$ cat src/rtl/frame_pixel_streamer_if.sv
// frame_pixel_streamer_if
//   Bundles the two buses of the frame streamer.
//   RAM read port : mem_rd_en, mem_rd_addr (streamer -> RAM), mem_rd_data (RAM -> streamer)
//   Pixel stream  : pix_data, pix_x, pix_y, pix_last, pix_valid (streamer -> sink),
//                   pix_ready (sink -> streamer)
//   master = streamer side, slave = RAM / sink side.
interface frame_pixel_streamer_if #(
   parameter int RGB_SIZE         = 8,
   parameter int IMAGEXlog2       = 6,
   parameter int IMAGEYlog2       = 6,
   parameter int IMAGE_ADDR_WIDTH = 12
);
   logic                        mem_rd_en;
   logic [IMAGE_ADDR_WIDTH-1:0] mem_rd_addr;
   logic [RGB_SIZE-1:0]         mem_rd_data;
   logic [RGB_SIZE-1:0]         pix_data;
   logic [IMAGEXlog2-1:0]       pix_x;
   logic [IMAGEYlog2-1:0]       pix_y;
   logic                        pix_last;
   logic                        pix_valid;
   logic                        pix_ready;

   modport master (
      output mem_rd_en, mem_rd_addr,
      input  mem_rd_data,
      output pix_data, pix_x, pix_y, pix_last, pix_valid,
      input  pix_ready
   );

   modport slave (
      input  mem_rd_en, mem_rd_addr,
      output mem_rd_data,
      input  pix_data, pix_x, pix_y, pix_last, pix_valid,
      output pix_ready
   );
endinterface

$ cat src/rtl/frame_pixel_streamer.sv
// frame_pixel_streamer
//   Streams a finished frame out of pixel RAM in raster order as a valid/ready
//   pixel stream tagged with (x, y) and last. Generates its own read addresses
//   and absorbs RAM read latency in a small FWFT FIFO so backpressure never
//   loses a pixel.
// Ports:
//   clk, rst   clock, synchronous active-low reset
//   start      one-cycle frame request, honoured only when idle
//   bus        frame_pixel_streamer_if.master: RAM read port + pixel stream
//   busy       frame in progress
//   done       one-cycle pulse after the final pixel handshake
module frame_pixel_streamer #(
   parameter int IMAGEX           = 64,
   parameter int IMAGEY           = 64,
   parameter int IMAGE_SIZE       = IMAGEX*IMAGEY,
   parameter int IMAGEXlog2       = $clog2(IMAGEX),
   parameter int IMAGEYlog2       = $clog2(IMAGEY),
   parameter int IMAGE_ADDR_WIDTH = $clog2(IMAGE_SIZE),
   parameter int RGB_SIZE         = 8,
   parameter int READ_LATENCY     = 1
) (
   input  logic                   clk,
   input  logic                   rst,
   input  logic                   start,
   frame_pixel_streamer_if.master bus,
   output logic                   busy,
   output logic                   done
);
   localparam int AW    = IMAGE_ADDR_WIDTH;
   localparam int L     = READ_LATENCY;
   localparam int DEPTH = L + 1;
   localparam int PW    = $clog2(DEPTH);
   localparam int CW    = $clog2(DEPTH + 1);
   localparam logic [AW-1:0] LAST_ADDR = AW'(IMAGE_SIZE - 1);

   typedef struct packed {
      logic [RGB_SIZE-1:0]   data;
      logic [IMAGEXlog2-1:0] x;
      logic [IMAGEYlog2-1:0] y;
      logic                  last;
   } pix_t;

   typedef enum logic [1:0] {IDLE, RUN, DRAIN, DONE} state_t;

   state_t               state, state_n;
   logic [AW-1:0]        rd_addr;
   logic                 rd_en, credit, push, pop, valid;
   // vld_pipe[0] is the read issued this cycle; vld_pipe[L] is the tag whose
   // data is on mem_rd_data now. addr_pipe carries the matching address.
   logic [L:0]           vld_pipe;
   logic [L-1:0]         vld_q;
   logic [L:0][AW-1:0]   addr_pipe;
   logic [L-1:0][AW-1:0] addr_q;
   logic [CW-1:0]        inflight, fifo_cnt;
   logic [PW-1:0]        wr_ptr, rd_ptr;
   pix_t                 fifo_mem [DEPTH];
   pix_t                 head, wr_entry;

   function automatic logic [PW-1:0] ptr_nxt(input logic [PW-1:0] p);
      return (p == PW'(DEPTH - 1)) ? '0 : p + PW'(1);
   endfunction

   always_comb begin
      vld_pipe  = {vld_q, rd_en};
      addr_pipe = {addr_q, rd_addr};
      inflight  = '0;
      for (int i = 1; i <= L; i++) inflight += CW'(vld_pipe[i]);
   end

   assign valid = (fifo_cnt != '0);
   assign pop   = valid & bus.pix_ready;
   assign push  = vld_pipe[L];
   assign head  = fifo_mem[rd_ptr];

   // Credit check: every occupied or in-flight slot counts against the FIFO,
   // so a read is issued only if its data is guaranteed a slot on arrival.
   assign credit = (int'(fifo_cnt) + int'(inflight) - int'(pop)) <= L;
   assign rd_en  = (state == RUN) && credit;

   always_comb begin
      wr_entry.data = bus.mem_rd_data;
      wr_entry.x    = addr_pipe[L][IMAGEXlog2-1:0];
      wr_entry.y    = addr_pipe[L][AW-1:IMAGEXlog2];
      wr_entry.last = (addr_pipe[L] == LAST_ADDR);
   end

   always_comb begin
      state_n = state;
      case (state)
         IDLE:    if (start) state_n = RUN;
         RUN:     if (rd_en && rd_addr == LAST_ADDR) state_n = DRAIN;
         DRAIN:   if (pop && head.last) state_n = DONE;
         DONE:    state_n = IDLE;
         default: state_n = IDLE;
      endcase
   end

   always_ff @(posedge clk) begin
      if (!rst) begin
         state    <= IDLE;
         rd_addr  <= '0;
         vld_q    <= '0;
         addr_q   <= '0;
         fifo_cnt <= '0;
         wr_ptr   <= '0;
         rd_ptr   <= '0;
      end else begin
         state  <= state_n;
         vld_q  <= vld_pipe[L-1:0];
         addr_q <= addr_pipe[L-1:0];
         if (state == IDLE && start) rd_addr <= '0;
         else if (rd_en)             rd_addr <= rd_addr + AW'(1);
         if (push) wr_ptr <= ptr_nxt(wr_ptr);
         if (pop)  rd_ptr <= ptr_nxt(rd_ptr);
         case ({push, pop})
            2'b10:   fifo_cnt <= fifo_cnt + CW'(1);
            2'b01:   fifo_cnt <= fifo_cnt - CW'(1);
            default: fifo_cnt <= fifo_cnt;
         endcase
         assert (!(push && !pop && fifo_cnt == CW'(DEPTH)));
      end
   end

   // Storage needs no reset: reads are gated by fifo_cnt.
   always_ff @(posedge clk) begin
      if (push) fifo_mem[wr_ptr] <= wr_entry;
   end

   assign bus.mem_rd_en   = rd_en;
   assign bus.mem_rd_addr = rd_addr;
   assign bus.pix_valid   = valid;
   // Outputs forced to zero when empty so stale FIFO entries never show.
   assign bus.pix_data    = valid ? head.data : '0;
   assign bus.pix_x       = valid ? head.x    : '0;
   assign bus.pix_y       = valid ? head.y    : '0;
   assign bus.pix_last    = valid & head.last;
   assign busy            = (state == RUN) || (state == DRAIN);
   assign done            = (state == DONE);
endmodule
$ cat src/flat_wrapper.sv
// flat-port wrapper written by rule: the top's interface ports become plain ports
module frame_pixel_streamer_flat 
#(
   parameter int IMAGEX           = 64,
   parameter int IMAGEY           = 64,
   parameter int IMAGE_SIZE       = IMAGEX*IMAGEY,
   parameter int IMAGEXlog2       = $clog2(IMAGEX),
   parameter int IMAGEYlog2       = $clog2(IMAGEY),
   parameter int IMAGE_ADDR_WIDTH = $clog2(IMAGE_SIZE),
   parameter int RGB_SIZE         = 8,
   parameter int READ_LATENCY     = 1
)
  (clk, rst, start, busy, done, bus_mem_rd_en, bus_mem_rd_addr, bus_mem_rd_data, bus_pix_data, bus_pix_x, bus_pix_y, bus_pix_last, bus_pix_valid, bus_pix_ready);
  frame_pixel_streamer_if #(.RGB_SIZE(RGB_SIZE), .IMAGEXlog2(IMAGEXlog2), .IMAGEYlog2(IMAGEYlog2), .IMAGE_ADDR_WIDTH(IMAGE_ADDR_WIDTH)) bus_i ();
  input  logic clk;
  input  logic rst;
  input  logic start;
  output logic busy;
  output logic done;
  output wire logic [$bits(bus_i.mem_rd_en)-1:0] bus_mem_rd_en;
  output wire logic [$bits(bus_i.mem_rd_addr)-1:0] bus_mem_rd_addr;
  input wire logic [$bits(bus_i.mem_rd_data)-1:0] bus_mem_rd_data;
  output wire logic [$bits(bus_i.pix_data)-1:0] bus_pix_data;
  output wire logic [$bits(bus_i.pix_x)-1:0] bus_pix_x;
  output wire logic [$bits(bus_i.pix_y)-1:0] bus_pix_y;
  output wire logic [$bits(bus_i.pix_last)-1:0] bus_pix_last;
  output wire logic [$bits(bus_i.pix_valid)-1:0] bus_pix_valid;
  input wire logic [$bits(bus_i.pix_ready)-1:0] bus_pix_ready;
  assign bus_mem_rd_en = bus_i.mem_rd_en;
  assign bus_mem_rd_addr = bus_i.mem_rd_addr;
  assign bus_i.mem_rd_data = bus_mem_rd_data;
  assign bus_pix_data = bus_i.pix_data;
  assign bus_pix_x = bus_i.pix_x;
  assign bus_pix_y = bus_i.pix_y;
  assign bus_pix_last = bus_i.pix_last;
  assign bus_pix_valid = bus_i.pix_valid;
  assign bus_i.pix_ready = bus_pix_ready;
  frame_pixel_streamer #(.IMAGEX(IMAGEX), .IMAGEY(IMAGEY), .IMAGE_SIZE(IMAGE_SIZE), .IMAGEXlog2(IMAGEXlog2), .IMAGEYlog2(IMAGEYlog2), .IMAGE_ADDR_WIDTH(IMAGE_ADDR_WIDTH), .RGB_SIZE(RGB_SIZE), .READ_LATENCY(READ_LATENCY)) u_core (.clk(clk), .rst(rst), .start(start), .bus(bus_i), .busy(busy), .done(done));
endmodule
$ cat config.mk
export PLATFORM = sky130hd
export DESIGN_NAME = frame_pixel_streamer_flat
export DESIGN_NICKNAME = d
export VERILOG_FILES = /design/src/rtl/frame_pixel_streamer_if.sv /design/src/rtl/frame_pixel_streamer.sv /design/src/flat_wrapper.sv
export SDC_FILE = /design/constraint.sdc
export NUM_CORES = 1
export LEC_CHECK = 0
export CORE_MARGIN = 2
export CORE_UTILIZATION = 55
export DETAILED_ROUTE_END_ITERATION = 7
export DONT_BUFFER_PORTS = 1
export PLACE_DENSITY = 0.75
export SLEW_MARGIN = 20
export SYNTH_ARGS = -nofsm -noshare
export SYNTH_HDL_FRONTEND = slang
export SYNTH_SLANG_ARGS = --single-unit
$ cat constraint.sdc
create_clock -name clk -period 2.7 [get_ports clk]
set_input_delay 0.27 -clock clk [delete_from_list [all_inputs] [get_ports clk]]
set_output_delay 0.27 -clock clk [all_outputs]
set_load 0.01 [all_outputs]
==> metrics.json <==
{
  "timing": {
    "timing_worst_slew_pin_value_ns": 0.415,
    "final_number_of_hold_violating_endpoints": 0,
    "layout_worst_path_cycle_share": 0.940,
    "period_minus_slack_ns": 2.54,
    "slew_headroom": 0.715,
    "fin_worst_skew_ns": 0.00839,
    "slew_viol_final": 0,
    "finalSetupViolCount": 0,
    "worst_hold_slack_ns": 0.0473,
    "timing.fmax_ghz": 0.394
  },
  "route": {
    "first_pass_detailed_route_iteration_total": 4,
    "post_drt_antenna_nets": 0,
    "drt-initial-drc-count": 123,
    "via_count": 1859,
    "route.detailed.drc": 0,
    "routed_wire_length_per_instance_microns": 14.7,
    "route.final.wire_length_microns": 5040,
    "vias_per_cell": 5.44
  },
  "critical_path": {
    "slack_of_the_worst_reg_to_reg_path_ns": 0.19,
    "critical_path_peak_fanout": 6,
    "endpoint": "bus_mem_rd_en",
    "reg2regPathDepth": 10,
    "critical_path.slowest_cell": "sky130_fd_sc_hd__dfxtp_2",
    "cp_slowest_stage_delay_ns": 0.39,
    "worstPathArrival_ns": 2.27,
    "type_of_the_worst_setup_path": "flop to output pin",
    "r2r-start": "u_core.fifo_cnt[0]",
    "critPathLaunch": "u_core.fifo_cnt[0]",
    "worstPathRequired_ns": 2.43,
    "timing.critical_path.to_type": "output pin",
    "worstReg2RegEnd": "u_core.bus.mem_rd_addr[11]",
    "cp_cell_sequence": "ha_1, inv_1, ha_1, inv_1, ha_1, ha_1, and4b_2, or2_4",
    "startpoint_type_of_the_worst_setup_path": "flop",
    "crit_top_cell": "sky130_fd_sc_hd__ha_1"
  },
  "floorplan": {
    "core_sq_um": 5470,
    "fp.dieW_microns": 78.9,
    "die_h_microns": 78.9,
    "initial_utilization": 0.563,
    "die_area_sq_um": 6220,
    "floorplan.rows": 27,
    "io-pin-count": 49
  },
  "place": {
    "io_buffers": 0,
    "gp_congestion": 0.824,
    "half_perimeter_wire_length_after_placement_microns": 3350,
    "dpl-instance-area_sq_um": 3180
  },
  "power_and_ir_drop": {
    "share_clk_of_total_power": 0.286,
    "combinationalPowerShare": 0.244,
    "p_int_w": 0.00207,
    "ir_worst_vdd_mv": 0.465,
    "power_switching_share": 0.310,
    "pwr-share-seq": 0.470,
    "total_power_consumption_w": 0.00299,
    "power.switching_w": 0.000927,
    "cellPowerDensity_nw_per_um2": 862,
    "p_leak_nw": 1.17
  },
  "clock_network": {
    "worst_skew_pair.late_latency_ns": 0.35,
    "clock_tree_from_tritoncts": "done",
    "cts.reportedPaths.clkPinSlew_ns": 0.07,
    "max_clock_buf_depth": 2,
    "clock_tree_sinks": 74,
    "clock_tree.root_cell": "sky130_fd_sc_hd__clkbuf_8",
    "ctsHtreeMaxLevel": 3,
    "cts_buffers": 9
  },
  "finish": {
    "final_cell_mix": "42 x sky130_fd_sc_hd__edfxtp_1, 31 x sky130_fd_sc_hd__dfxtp_1, 27 x sky130_fd_sc_hd__nor2_1",
    "antenna_cells_inserted": 0,
    "nFillCells": 456,
    "layout-drive-gt1-share": 0.104,
    "layout_overhead_on_the_synthesized_area_pct": 12.5,
    "finalInstanceArea_sq_um": 3470,
    "layout.cells.most_common": "sky130_fd_sc_hd__edfxtp_1",
    "fin_util": 0.634,
    "nets": 290
  },
  "logic_synthesis": {
    "yosys_most_used_dff": "sky130_fd_sc_hd__edfxtp_1",
    "synth.largest_area_cell": "sky130_fd_sc_hd__edfxtp_1",
    "number_of_enable_type_register_cells_in_the_synthesized_netlist": 42,
    "flops_latches_synth": 74,
    "syn_inst": 249,
    "synthTopCellsByArea": "sky130_fd_sc_hd__edfxtp_1 41%, sky130_fd_sc_hd__dfxtp_1 21%, sky130_fd_sc_hd__mux2i_1 7.1%",
    "syn-mean-instance-area_sq_um": 12.4,
    "ys_seq_area_frac": 0.617,
    "synth_largest_type_area_fraction": 0.409,
    "syn_std_cell_area_sq_um": 3080,
    "post_synth_num_cell_types": 33,
    "async_flop_share": 0,
    "syn_nets": 274,
    "yosys_warnings": 0
  },
  "grt": {
    "maximum_number_of_pins_on_one_net_before_global_route_repair": 25,
    "global_route.overflow_total": 0,
    "number_of_global_route_vias_before_repair": 1765,
    "track_usage": 0.178,
    "grt_first_pass_wirelength_microns": 8290,
    "antenna_violations_before_repair": 0
  },
  "hold_path": {
    "min-delay-path-class": "primary input to flop"
  },
  "run_status": {
    "status": "complete, no violations"
  },
  "run": {
    "timing.max_cap.violations": 0
  }
}
-- power by group through the flow --
stage / Clock [W] / Sequential (W) / Combinational [W]
final: 0.000856 / 0.00141 / 0.000730
after global routing: 0.000936 / 0.00142 / 0.000822
after CTS: 0.000881 / 0.00141 / 0.000731
after detailed placement: 0 / 0.00143 / 0.000716
after global placement: 0 / 0.00143 / 0.000702
after floorplan: 0 / 0.00141 / 0.000598
-- layout make-up --
cell class                      count  area, sq um  area share
Tap cell                           72         90.1      0.0260
Multi-Input combinational cell    156         1110       0.321
Clock buffer                        9          124      0.0357
Inverter                           10         37.5      0.0108
Clock inverter                      7         75.1      0.0216
Timing Repair Buffer               14          128      0.0368
Sequential cell                    74         1900       0.549
-- flip-flops by register name, summed over array words and instances (netlist names), named ones only --
register	count
u_core.fifo_mem	42
u_core.addr_q	12
u_core.bus.mem_rd_addr	12
u_core.fifo_cnt	2
u_core.state	2
u_core.push	1
u_core.rd_ptr	1
u_core.wr_ptr	1
-- worst min-delay path by stage --
stage	from	to	slack, ns	cells past startpoint
2_1_floorplan	bus_mem_rd_data[0]	u_core.fifo_mem[0][13]	0.37	0
3_3_place_gp	bus_mem_rd_data[5]	u_core.fifo_mem[0][18]	0.37	0
3_5_place_dp	bus_mem_rd_data[1]	u_core.fifo_mem[1][14]	0.37	0
4_1_cts	bus_mem_rd_data[2]	u_core.fifo_mem[1][15]	0.003	0
5_1_grt	rst	u_core.addr_q[5]	0.02	1
6_report	rst	u_core.wr_ptr	0.05	1
-- cell families after synthesis --
kind of cell             count (synthesis)  share of synthesized area
AND/OR/NAND/NOR                         85                      0.145
flip-flops                              74                      0.617
AO/OA/AOI/OAI                           27                     0.0621
multiplexers                            24                     0.0787
buffers and inverters                   19                     0.0244
adder cells (fa/ha/maj)                 13                     0.0528
XOR/XNOR                                 7                     0.0199
-- Yosys cell counts, types with 3 or more instances --
cell type,count
sky130_fd_sc_hd__a21oi_1,7
sky130_fd_sc_hd__and2_1,18
sky130_fd_sc_hd__buf_2,3
sky130_fd_sc_hd__clkbuf_1,6
sky130_fd_sc_hd__dfxtp_1,32
sky130_fd_sc_hd__edfxtp_1,42
sky130_fd_sc_hd__ha_1,13
sky130_fd_sc_hd__inv_1,10
sky130_fd_sc_hd__mux2i_1,22
sky130_fd_sc_hd__nand2_1,8
sky130_fd_sc_hd__nand4_1,6
sky130_fd_sc_hd__nor2_1,28
sky130_fd_sc_hd__nor2b_1,4
sky130_fd_sc_hd__nor3_1,3
sky130_fd_sc_hd__o21ai_0,10
sky130_fd_sc_hd__or3_1,8
sky130_fd_sc_hd__xnor2_1,3
sky130_fd_sc_hd__xor2_1,4
-- critical path, delay by kind of cell (launching register included) --
kind / cells / cell delay [ns]
simple gates: 2 / 0.59
buf+inv: 2 / 0.08
flops: 1 / 0.39
fa+ha+maj: 4 / 0.87
-- per-layer routing --
layer,global-route usage,wire length [microns],up-vias
met3,0.0614,324,8
li1,-,-,923
met4,0.0879,91,0
met2,0.267,2340,51
met1,0.231,2280,877
met5,0,0,-
-- per-stage QoR --
stage / setup WS, ns / std cells / setup TNS [ns]
floorplan: 0.309 / 249 / 0
global placement: 0.201 / 317 / 0
detailed placement: 0.152 / 317 / 0
CTS: 0.0155 / 341 / 0
global route: -0.00534 / 342 / -0.00788
finish: 0.161 / 342 / 0
-- repair_timing --
| item | CTS | global route |
|---|---|---|
| buffers inserted | 0 | 0 |
| endpoints found under the hold margin | 15 | 1 |
| hold buffers | 8 | 1 |
| resized for setup | 0 | 3 |
| endpoints found under the setup margin | 0 | 10 |
Note: power is estimated with default switching activity, not from simulation.
==> edit 1, RTL diff (config.mk and constraints unchanged) <==
`READ_LATENCY` is set to 1 in 2 places; all go to 2.
--- a/src/rtl/frame_pixel_streamer.sv
+++ b/src/rtl/frame_pixel_streamer.sv
@@ -17,7 +17,7 @@
    parameter int IMAGEYlog2       = $clog2(IMAGEY),
    parameter int IMAGE_ADDR_WIDTH = $clog2(IMAGE_SIZE),
    parameter int RGB_SIZE         = 8,
-   parameter int READ_LATENCY     = 1
+   parameter int READ_LATENCY     = 2
 ) (
    input  logic                   clk,
    input  logic                   rst,
--- a/src/flat_wrapper.sv
+++ b/src/flat_wrapper.sv
@@ -8,7 +8,7 @@
    parameter int IMAGEYlog2       = $clog2(IMAGEY),
    parameter int IMAGE_ADDR_WIDTH = $clog2(IMAGE_SIZE),
    parameter int RGB_SIZE         = 8,
-   parameter int READ_LATENCY     = 1
+   parameter int READ_LATENCY     = 2
 )
   (clk, rst, start, busy, done, bus_mem_rd_en, bus_mem_rd_addr, bus_mem_rd_data, bus_pix_data, bus_pix_x, bus_pix_y, bus_pix_last, bus_pix_valid, bus_pix_ready);
   frame_pixel_streamer_if #(.RGB_SIZE(RGB_SIZE), .IMAGEXlog2(IMAGEXlog2), .IMAGEYlog2(IMAGEYlog2), .IMAGE_ADDR_WIDTH(IMAGE_ADDR_WIDTH)) bus_i ();
Behaviour: not the same (Yosys sat finds a counterexample within 4 cycles, from zero or initial values and one cycle with rst low).
==> edit 1 against the unedited design <==
  * Fmax shrank 3.7%
  * Cell area up 39%
  * Core utilization decreased by 0.82 points
  * Worst setup slack worse by 0.097 ns
  * Total power grew 20%
  * Sequential cell count grew 37
  * Cell count increased by 39%
  * Clock power grew 4.7%
  * Critical path depth increased by 3
  * Synthesized area up 43%
  * Wire length rose by 37%
  * Largest cell class unchanged
==> edit 1: results (changes against the unedited design) <==
Outcome
The flow ran to the end, and the final reports show no timing, DRC or antenna violations.

Layout
The number of flip-flops in the largest register came to 63 (+50%). The count of nets after finishing came to 395 (+36%). The non-filler instance count after layout is 477 (+39%). The fraction of final layout cells with drive strength greater than 1 is 13.1% (+2.7 points).

Critical path
The delay of the slowest cell on the worst path is 0.41 ns (+0.02 ns). The start of the worst register-to-register path is u_core.vld_q[0]. The logic depth of the worst register-to-register path is 14 (+4). The minimum setup slack among reg-to-reg paths is 0.11 ns (-0.08 ns).

The endpoint of the worst-slack reg-to-reg timing path is u_core.bus.mem_rd_addr[8]. The data arrival at the endpoint of the critical path is 2.37 ns (+0.10 ns). The maximum fanout along the worst path is 2 (-4). The critical-path cell with the highest stage delay is sky130_fd_sc_hd__fa_2.

Routing
The first-iteration detailed-routing DRC count is 158 (+28%). The number of iterations in the first detailed-routing pass is 5 (+1). The wire length reported by the detailed router is 6.89 mm (+37%). The number of vias per cell is 5.18 (-4.7%).

Timing
The final clock skew is 0.00419 ns (-0.00419 ns). The slew at the pin with the worst max-slew slack is 0.530 ns (+0.115 ns).

Yosys
The register area share after synthesis is 64.8% (+3.1 points). Ranked by total cell area, the synthesized netlist is headed by sky130_fd_sc_hd__edfxtp_1 (43%), sky130_fd_sc_hd__dfxtp_1 (22%), sky130_fd_sc_hd__mux2i_1 (5.0%), sky130_fd_sc_hd__nor2_1 (4.7%), sky130_fd_sc_hd__and2_1 (4.3%). The number of synthesized flops with an enable pin came to 63 (+50%). The number of nets produced by synthesis is 389 (+42%).

The synthesized netlist cell count is 364 (+46%). Sorting the synthesized cells by how often they occur yields sky130_fd_sc_hd__edfxtp_1 (63), sky130_fd_sc_hd__nor2_1 (55), sky130_fd_sc_hd__dfxtp_1 (48), sky130_fd_sc_hd__and2_1 (30), sky130_fd_sc_hd__a21oi_1 (24). The proportion of synthesized flip-flops having asynchronous set or reset is 0% (unchanged).

Global route
The number of global-route vias before repair was 2,287 (+30%). The global router's overall resource usage is 16.3% (-1.5 points). The wire length of the first global-routing pass is 10.9 mm (+32%).

The pin count of the biggest net entering global routing was 42 (+68%).

Worst hold path
The capture endpoint of the worst hold path is u_core.addr_pipe[35].

Pwr
The standby leakage power is 1.78 nW (+51%). The highest ir drop seen on vdd was 441 µV (-5.2%).

CTS
The clock-pin slew on the worst setup and hold paths is 0.10 ns (+0.03 ns).

Place
The number of I/O port buffers came to 0 (unchanged). The global placement routability congestion is 0.737 (-10%). The estimated wirelength of the detail-placed design came to 4.42 mm (+32%). The number of cells after detailed placement is 447 (+41%). The setup slack at placement is 0.143 ns (-0.00932 ns).
==> edit 1: metal layers <==
| layer | global-route usage [%] | part of all wire, % | up-vias |
|---|---|---|---|
| li1 | - | - | 1254 |
| met1 | 21.6 | 44 | 1158 |
| met2 | 26.7 | 50 | 50 |
| met3 | 3.71 | 4.3 | 9 |
| met4 | 5.15 | 1.3 | 0 |
| met5 | 0 | 0 | - |
==> edit 1: kinds of logic (layout without fill, tap and decap cells) <==
family	Yosys count	count (layout)	synth area share, %
AOI/OAI and AO/OA	33	33	4.18
adders and majority gates	13	13	3.87
muxes	22	22	5.00
and+or+nand+nor	132	132	15.0
xor gates and xnor gates	13	13	2.59
DFF	111	111	64.8
buffers and inverters	40	51	4.52
==> edit 1: how the worst max path moves through the flow <==
| stage | end | cells after the start | from | slack, ns |
|---|---|---|---|---|
| floorplan | u_core.bus.mem_rd_addr[7] | 12 | u_core.fifo_cnt[0] | 0.12 |
| global placement | bus_mem_rd_en | 11 | u_core.fifo_cnt[0] | 0.21 |
| detailed placement | bus_mem_rd_en | 11 | u_core.fifo_cnt[0] | 0.14 |
| CTS | bus_mem_rd_en | 10 | u_core.vld_q[1] | 0.02 |
| global route | bus_mem_rd_en | 11 | u_core.vld_q[0] | -0.03 |
| finish | bus_mem_rd_en | 11 | u_core.vld_q[0] | 0.06 |
==> edit 1: where the power goes <==
group / leakage (nW) / internal (mW) / total (mW) / switching, mW
clock network: 0.0881 / 0.346 / 0.896 / 0.549
registers: 1.03 / 1.85 / 1.91 / 0.0612
logic: 0.661 / 0.330 / 0.769 / 0.439
==> edit 1: cell type report <==
class | instances | area (µm²)
Inverter | 12 | 47.5
Tap cell | 102 | 128
Timing Repair Buffer | 23 | 205
Multi-Input combinational cell | 213 | 1420
Clock inverter | 7 | 55.1
Clock buffer | 9 | 124
Sequential cell | 111 | 2860
Fill cell | 620 | 2890
==> edit 1: what timing repair did <==
item / CTS / global route
hold buffers: 8 / 0
endpoints found under the setup margin: 1 / 1
gates resized for setup: 5 / 11
pin swaps: 1 / 4
setup buffers: 2 / 4
gates cloned: 0 / 0
hold endpoints to repair: 24 / 0
==> edit 1: critical path, delay by kind of cell, from the launching register on <==
| kind | cells | cell delay [ns] |
|---|---|---|
| AND/OR/NAND/NOR | 2 | 0.11 |
| adder cells (fa/ha/maj) | 4 | 1.13 |
| flip-flops | 1 | 0.34 |
| buffers and inverters | 4 | 0.29 |
| AO/OA/AOI/OAI | 1 | 0.14 |
==> edit 1: through the flow <==
step	setup TNS, ns	area, µm²	power [mW]	hold WS (ns)
detailed placement	0	4470	2.60	0.369
global route	-0.0838	4840	3.76	0.00550
floorplan	0	4400	2.45	0.369
CTS	0	4750	3.53	0.00901
finish	0	4840	3.58	0.0295
global placement	0	4470	2.57	0.369
==> edit 2, RTL diff (same flow settings) <==
Without the edit above. `addr_q` no longer has a reset.
--- a/src/rtl/frame_pixel_streamer.sv
+++ b/src/rtl/frame_pixel_streamer.sv
@@ -100,14 +100,12 @@
          state    <= IDLE;
          rd_addr  <= '0;
          vld_q    <= '0;
-         addr_q   <= '0;
          fifo_cnt <= '0;
          wr_ptr   <= '0;
          rd_ptr   <= '0;
       end else begin
          state  <= state_n;
          vld_q  <= vld_pipe[L-1:0];
-         addr_q <= addr_pipe[L-1:0];
          if (state == IDLE && start) rd_addr <= '0;
          else if (rd_en)             rd_addr <= rd_addr + AW'(1);
          if (push) wr_ptr <= ptr_nxt(wr_ptr);
@@ -119,6 +117,10 @@
          endcase
          assert (!(push && !pop && fifo_cnt == CW'(DEPTH)));
       end
+   end
+
+   always_ff @(posedge clk) begin
+      addr_q <= addr_pipe[L-1:0];
    end
 
    // Storage needs no reset: reads are gated by fifo_cnt.
Function: same outputs for any inputs over 10 cycles, from zero or initial values and one cycle with rst low; that may be too few to reach the edited logic, so the function may still have changed.
==> edit 2 against the unedited design <==
  * Wire length up 0.34%
  * Worst setup slack worse by 0.012 ns
  * Critical path depth up 2
  * Sequential cell count unchanged
  * Hold slack worse by 0.015 ns
  * Largest power group unchanged
  * Cell area down 1.0%
  * Synthesized area about the same
  * Highest routed layer unchanged
  * Cell count down 2.0%
  * Total power down 1.7%
==> edit 2: results (changes against the unedited design) <==
Layout
The count of nets after finishing is 283 (-2.4%). The non-clock buffer share of cell area is 3.21% (-0.47 points). The number of non-clock buffers came to 13 (-1). The multi-input combinational gate total came to 148 (-5.1%). The final-layout clock-cell area share came to 5.65% (-0.087 points). The number of clock buffers in the layout is 10 (+1). The proportion of cell area occupied by multi-input gates was 31.8% (-0.26 points). The number of non-clock inverters in the layout is 12 (+2). The total of fill cells in the finished design is 439 (-3.7%).

Routing
The first-iteration detailed-routing DRC count is 124 (+0.81%). The wire length reported by the detailed router is 5.06 mm (+0.34%). The routed length per instance is 15.1 µm (+2.4%). The number of vias per cell is 5.52 (+1.5%).

Timing
The relative slew slack is 69.9% (-1.6 points). The final clock skew is 0.00649 ns (-0.00190 ns). The post-route worst hold slack was 0.0321 ns (-0.0151 ns).

The share of the cycle needed by the critical path after routing came to 94.5% (+0.45 points).

Critical path
The delay of the slowest cell on the worst path is 0.53 ns (+0.14 ns). The critical path class is reg2reg. The data arrival at the endpoint of the critical path came to 2.81 ns (+0.54 ns). The worst register-to-register path begins at u_core.fifo_cnt[0].

The minimum setup slack among reg-to-reg paths is 0.15 ns (-0.04 ns). The endpoint of the worst-slack reg-to-reg timing path is u_core.bus.mem_rd_addr[9].

Global route
The number of global-route vias before repair is 1,699 (-3.7%). The met2 track demand over resource is 24.3% (-2.4 points). The global router's overall resource usage was 16.8% (-1.0 points). The global routing usage on met1 is 21.7% (-1.4 points).

The wire length of the first global-routing pass is 7.85 mm (-5.2%).

Place
The global placement routability congestion was 0.827 (+0.39%). The estimated wirelength of the detail-placed design was 3.32 mm (-0.72%). The standard cell area after detailed placement came to 3160 µm² (-0.51%). The setup slack at placement is 0.124 ns (-0.0278 ns).

Worst hold path
The worst hold path begins at bus_mem_rd_data[4]. The number of stages on the worst hold path was 0 (-1). The capture endpoint of the worst hold path is u_core.fifo_mem[1][17].

Outcome
The run finished with clean final reports.

Yosys
The post-synthesis area per instance is 12.6 µm² (+2.0%). The count of distinct cell types in the synthesized netlist is 37 (+12%). The number of nets produced by synthesis came to 269 (-1.8%). After synthesis, the most frequently instantiated cells are sky130_fd_sc_hd__edfxtp_1 (42), sky130_fd_sc_hd__dfxtp_1 (32), sky130_fd_sc_hd__nor2_1 (28), sky130_fd_sc_hd__mux2i_1 (21), sky130_fd_sc_hd__ha_1 (13). The xor and xnor fraction of the mapped netlist area is 1.99% (about the same).

After synthesis, the cell types taking the most area are sky130_fd_sc_hd__edfxtp_1 (41%), sky130_fd_sc_hd__dfxtp_1 (21%), sky130_fd_sc_hd__mux2i_1 (6.8%), sky130_fd_sc_hd__ha_1 (5.3%), sky130_fd_sc_hd__nor2_1 (3.4%). The fraction of the mapped netlist area in adder cells was 5.28% (about the same). The post-synthesis compound-gate area fraction is 8.00% (+1.8 points).

Pwr
The switching part of the total power is 30.8% (-0.13 points).

Die
The die outline width came to 78.8 µm (about the same).

CTS
The post-cts sizing count is 1 (+1). The setup fix buffers added after clock tree synthesis is 0 (unchanged).
edit 2: cell count changes after synthesis, sizes merged, moves of 2 or more:
cell / before / now
or2: 2 / 0
nand4b: 2 / 0
o31ai: 0 / 4
or3: 8 / 2
and2: 18 / 8
o21ai: 10 / 4
o211ai: 2 / 4
or4: 0 / 4
nand2: 8 / 11
inv: 10 / 12
edit 2: power by group through the flow:
stage / Combinational [mW] / Clock, mW / Sequential [mW]
2_1_floorplan: 0.615 / 0 / 1.40
4_1_cts: 0.720 / 0.841 / 1.39
3_5_place_dp: 0.715 / 0 / 1.41
3_3_place_gp: 0.697 / 0 / 1.41
5_1_grt: 0.803 / 0.894 / 1.40
6_report: 0.726 / 0.824 / 1.39
edit 2: metal layers:
metal	wire (µm)	up-vias	share of wire, %
met5	0	-	0
met4	77	0	1.5
met2	2350	75	46
met3	404	7	8.0
met1	2230	855	44
li1	-	912	-
